**config.mk**
```make
export PLATFORM = sky130hd
export DESIGN_NAME = shift_in
export DESIGN_NICKNAME = d
export VERILOG_FILES = /design/src/rtl/shift_in.sv
export SDC_FILE = /design/constraint.sdc
export NUM_CORES = 1
export LEC_CHECK = 0
export CAP_MARGIN = 30
export CORE_MARGIN = 2
export CORE_UTILIZATION = 48
export CTS_CLUSTER_DIAMETER = 120
export DETAILED_ROUTE_END_ITERATION = 10
export PLACE_DENSITY_LB_ADDON = 0.12
export SLEW_MARGIN = 20
export SYNTH_ARGS = -nofsm -noshare
export SYNTH_HDL_FRONTEND = slang
export SYNTH_SLANG_ARGS = --single-unit
```
**constraint.sdc**
```tcl
create_clock -name clk -period 1.9 [get_ports clk]
set_input_delay 0.475 -clock clk [delete_from_list [all_inputs] [get_ports clk]]
set_output_delay 0.475 -clock clk [all_outputs]
set_load 0.01 [all_outputs]
```
**src/rtl/shift_in.sv**
```systemverilog
// Serial byte receiver for the shiftOut link.
// Frame: start '1', data[0]..data[7] LSB first, stop '0'; each bit CYCLES_PER_BIT clocks.
// The recovered byte is held until the microprocessor acknowledges it; framing
// errors are reported per frame and overruns are sticky until reset.
//
// state | meaning
// IDLE  | waiting for a 0->1 edge on the synchronized line
// START | counting to the middle of the start bit to confirm it
// DATA  | sampling the eight data bits at mid-bit, LSB first
// STOP  | sampling the stop bit and delivering the byte
module shift_in #(
  parameter int CYCLES_PER_BIT = 16
) (
  input  logic       clk,
  input  logic       rst,
  input  logic       in,
  input  logic       rdAck,
  output logic [7:0] byteOut,
  output logic       valid,
  output logic       frameErr,
  output logic       overrun
);

  localparam int HALF = CYCLES_PER_BIT / 2;
  localparam int CW   = $clog2(CYCLES_PER_BIT);

  typedef enum logic [1:0] {IDLE, START, DATA, STOP} state_t;

  state_t         state;
  state_t         state_nxt;
  logic           sync_q1;
  logic           ins;
  logic           ins_d;
  logic [CW-1:0]  cnt;
  logic [3:0]     bit_idx;
  logic [7:0]     shreg;

  logic           tick;
  logic           rise;
  logic           load_half;
  logic           shift_en;
  logic           clr_idx;
  logic           deliver;

  assign tick = (cnt == '0);
  assign rise = ins && !ins_d;

  // Two-flop synchronizer plus one delayed copy for edge detection.
  always_ff @(posedge clk) begin
    if (!rst) begin
      sync_q1 <= 1'b0;
      ins     <= 1'b0;
      ins_d   <= 1'b0;
    end else begin
      sync_q1 <= in;
      ins     <= sync_q1;
      ins_d   <= ins;
    end
  end

  // State register.
  always_ff @(posedge clk) begin
    if (!rst) state <= IDLE;
    else      state <= state_nxt;
  end

  // Next-state logic; every non-idle decision happens on the mid-bit tick.
  always_comb begin
    state_nxt = state;
    case (state)
      IDLE:  if (rise) state_nxt = START;
      START: if (tick) state_nxt = ins ? DATA : IDLE;
      DATA:  if (tick && bit_idx == 4'd7) state_nxt = STOP;
      STOP:  if (tick) state_nxt = IDLE;
      default: state_nxt = IDLE;
    endcase
  end

  // Control strobes decoded from the current state.
  always_comb begin
    load_half = 1'b0;
    shift_en  = 1'b0;
    clr_idx   = 1'b0;
    deliver   = 1'b0;
    case (state)
      IDLE:  load_half = rise;
      START: clr_idx   = tick;
      DATA:  shift_en  = tick;
      STOP:  deliver   = tick;
      default: ;
    endcase
  end

  // Bit-cycle down-counter: half a bit to reach mid start bit, then whole bits.
  always_ff @(posedge clk) begin
    if (!rst) begin
      cnt <= '0;
    end else if (load_half) begin
      cnt <= CW'(HALF - 1);
    end else if (state != IDLE) begin
      if (tick) cnt <= CW'(CYCLES_PER_BIT - 1);
      else      cnt <= cnt - CW'(1);
    end
  end

  // Data bit index and LSB-first shift register.
  always_ff @(posedge clk) begin
    if (!rst) begin
      bit_idx <= 4'd0;
      shreg   <= 8'd0;
    end else if (clr_idx) begin
      bit_idx <= 4'd0;
    end else if (shift_en) begin
      bit_idx <= bit_idx + 4'd1;
      shreg   <= {ins, shreg[7:1]};
    end
  end

  // Output holding registers; a new byte takes priority over an ack in the same cycle.
  always_ff @(posedge clk) begin
    if (!rst) begin
      byteOut  <= 8'd0;
      valid    <= 1'b0;
      frameErr <= 1'b0;
      overrun  <= 1'b0;
    end else if (deliver) begin
      byteOut  <= shreg;
      valid    <= 1'b1;
      frameErr <= ins;
      if (valid && !rdAck) overrun <= 1'b1;
    end else if (valid && rdAck) begin
      valid <= 1'b0;
    end
  end

endmodule
```
==> impl_metrics.py <==
metrics = {
    "status": {
        "status": "finished clean",
    },
    "critical_path": {
        "crit_path_cell_trace": "inv_1 -> ha_4 -> or3b_4 -> buf_4 -> or3_1 -> a21oi_1",
        "worstSetupEndpointType": "flip-flop",
        "r2r_cells": 6,
        "cp_slowest_cell": "or3b_4",
        "worstPathArrival_ps": 2050,
        "critPathRequiredTime_ps": 2180,
        "cp_max_fo": 12,
        "crit_buf_inv": 2,
        "timing.reg2reg.setup_slack_ps": 120,
        "startpoint_type": "flip-flop",
        "r2r-end": "bit_idx[0]",
        "rr_startpoint": "cnt[0]",
        "critPathLaunch": "cnt[0]",
        "path_class": "reg -> reg",
        "slowest_delay_ps": 400,
        "cp_top_family": "simple AND/OR/NAND/NOR gates",
    },
    "clocking": {
        "h-tree-depth": 2,
        "clock_latency_ps": 340,
        "clk_pin_slew_ps": 110,
        "post_cts_buffers": 0,
        "ctsHoldBuffers": 0,
        "clock-root-buffer": "clkbuf_4",
        "cts_buffers": 5,
        "cts.sinks": 32,
        "cts_tree": "done",
        "cts_resized": 0,
        "cts_buffer_depth": 2,
    },
    "placement": {
        "io_buffers": 14,
        "dp_hpwl_microns": 1780,
        "gp_congestion": 0.703,
        "place_inst": 191,
        "pre_cts_slack_ps": 46.0,
    },
    "die": {
        "die_w_microns": 56.7,
        "fp.dieH_microns": 56.7,
        "core-area_sq_um": 2690,
        "start_util_pct": 49.6,
        "ios": 15,
        "placementRows": 19,
        "dieArea_sq_um": 3210,
    },
    "synth": {
        "synthFlopType": "dfxtp_1",
        "synth_edf_count": 0,
        "ys_ff_latch": 32,
        "synth_cell_types": 32,
        "ys_seq_area_share_pct": 48.1,
        "yosys_warnings": 0,
        "syn_inst": 152,
        "synth_fp_nets": 158,
        "syn-cell-area_sq_um": 1330,
        "synthArstFlopShare_pct": 0,
        "syn_area_per_cell_sq_um": 8.76,
    },
    "timing": {
        "slew_viol_final": 0,
        "worst-slew-pin-transition_ps": 588,
        "finalCritPeriodShare_pct": 93.4,
        "setup_ws_ps": 125,
        "max_clock_freq_ghz": 0.563,
        "finalCriticalPeriod_ps": 1780,
        "setup_viol": 0,
        "tns_ps": 0,
        "hold_viol": 0,
        "rsz0062_at_grt": "no",
        "slew_headroom_pct": 60.7,
        "finalClockSkew_ps": 9.24,
    },
    "global_route": {
        "antenna_found_initial": 0,
        "grt_start_max_net_pins": 19,
        "grt_pass1_vias": 1014,
        "gr-total-overflow": 0,
        "grt_pass1_wl_microns": 4430,
        "grt_usage_pct": 18.1,
    },
    "pwr": {
        "total_leakage_power_nw": 0.577,
        "power.total_mw": 1.35,
        "vdd_drop_max_mv": 0.608,
        "power_density_nw_per_um2": 843,
    },
    "layout": {
        "multi_input_area_sq_um": 636,
        "ff_latch_area_sq_um": 641,
        "drive_gt1_share_pct": 10.1,
        "fin_cells": 199,
        "area_growth_pct": 20.4,
        "diodes": 0,
        "final_nets": 173,
        "fillers": 252,
    },
    "detailed_routing": {
        "drcViolationCount": 0,
        "num_vias": 1107,
        "vias_per_cell": 5.56,
        "routed_wl_microns": 2660,
        "drt_iter0_markers": 24,
        "ant_nets": 0,
        "post_drt_wl_per_cell_microns": 13.4,
        "drtPass1Iterations": 4,
    },
    "min_path": {
        "hold_class": "reg -> reg",
        "min_from": "sync_q1",
        "holdPathStages": 1,
        "hold_end": "ins",
    },
    "run": {
        "drv_cap": 0,
    },
}
registers in the layout, summed over array words and instances (netlist names), named ones only:
register  flops
bit_idx       4
cnt           4
overrun       1
ins_d         1
ins           1
byteOut       8
state         1
shreg         8
valid         1
sync_q1       1
frameErr      1
worst register-to-register path, cell delays in order (launching register included):
cell and delay, ps:
dfxtp_1 330, inv_1 130, ha_4 180, or3b_4 400, buf_4 190, or3_1 340, a21oi_1 140
per-layer routing:
metal | track usage, % | up-vias | share of wire [%]
met3 | 6.22 | 7 | 3.8
met1 | 22.8 | 516 | 49
met4 | 8.16 | 0 | 2.3
li1 | - | 563 | -
met5 | 0 | - | 0
met2 | 27.9 | 21 | 44
through the flow:
stage	util, %	hold slack [ps]	instance area (sq um)
floorplan	-	412	1330
global placement	56.1	423	1510
detailed placement	56.1	424	1510
CTS	59.1	461	1590
global route	59.7	473	1600
finish	59.7	457	1600
Yosys cell counts, types with 3 or more instances:
cell type	number	share of area (%)
nand2_1	22	6.2
inv_1	6	1.7
a21oi_1	15	5.6
o31ai_1	4	2.3
nand2b_1	3	1.4
dfxtp_1	32	48
clkbuf_1	8	2.3
nand3_1	12	4.5
o21ai_1	10	3.8
mux2i_1	10	7.5
how the worst max path moves through the flow:
stage / slack, ps / cells past startpoint / endpoint
floorplan: 140 / 6 / bit_idx[3]
global placement: 130 / 6 / bit_idx[0]
detailed placement: 50 / 5 / bit_idx[3]
CTS: 30 / 6 / bit_idx[0]
global route: 20 / 5 / bit_idx[3]
finish: 120 / 6 / bit_idx[0]
cell families (layout without fill, tap and decap cells):
kind of cell	count (synthesis)	in the layout	synth area share [%]
AO/OA/AOI/OAI	39	39	17.7
adder cells (fa/ha/maj)	2	2	1.88
buffers and inverters	18	34	5.26
flip-flops	32	32	48.1
multiplexers	10	10	7.52
AND/OR/NAND/NOR	51	51	19.6
area by class of cell:
cell class,count,area share (%)
inverter,6,1.41
clock inverter,3,2.65
sequential,32,40.0
multi-input combinational,102,39.7
tap,31,2.42
timing repair buffer,20,11.6
clock buffer,5,2.34
power by group:
group	switching [mW]	internal [mW]	total [mW]
clock network	0.245	0.274	0.519
logic	0.0793	0.0568	0.136
registers	0.0128	0.682	0.695
total	0.337	1.01	1.35
layout by cell type, fill, tap and decap left out:
master / Yosys / routed
and3_1: 1 / 1
nand4bb_1: 1 / 1
clkinv_2: 0 / 1
clkbuf_4: 0 / 5
o21ai_0: 2 / 2
o31ai_1: 4 / 4
nor3b_1: 1 / 1
buf_4: 0 / 6
nand4b_1: 1 / 1
o21ai_1: 10 / 10
mux2i_1: 10 / 10
ha_1: 2 / 1
o221a_2: 1 / 1
and2_1: 2 / 2
or4_1: 2 / 2
o21bai_1: 1 / 1
or3_1: 1 / 1
clkdlybuf4s50_1: 0 / 14
o21ba_1: 1 / 1
o311a_1: 1 / 1
or3b_1: 2 / 1
bufinv_16: 0 / 1
or3b_4: 0 / 1
o211a_1: 1 / 1
a31oi_1: 1 / 1
nand2b_1: 3 / 3
nor2_1: 2 / 2
o22ai_1: 1 / 1
inv_1: 6 / 6
dfxtp_1: 32 / 32
ha_4: 0 / 1
nand3_1: 12 / 12
nand2_1: 22 / 22
clkinvlp_4: 0 / 1
a21oi_1: 15 / 15
nor2b_1: 1 / 1
a311oi_1: 1 / 1
No activity file was read; power rests on OpenSTA's default activity.
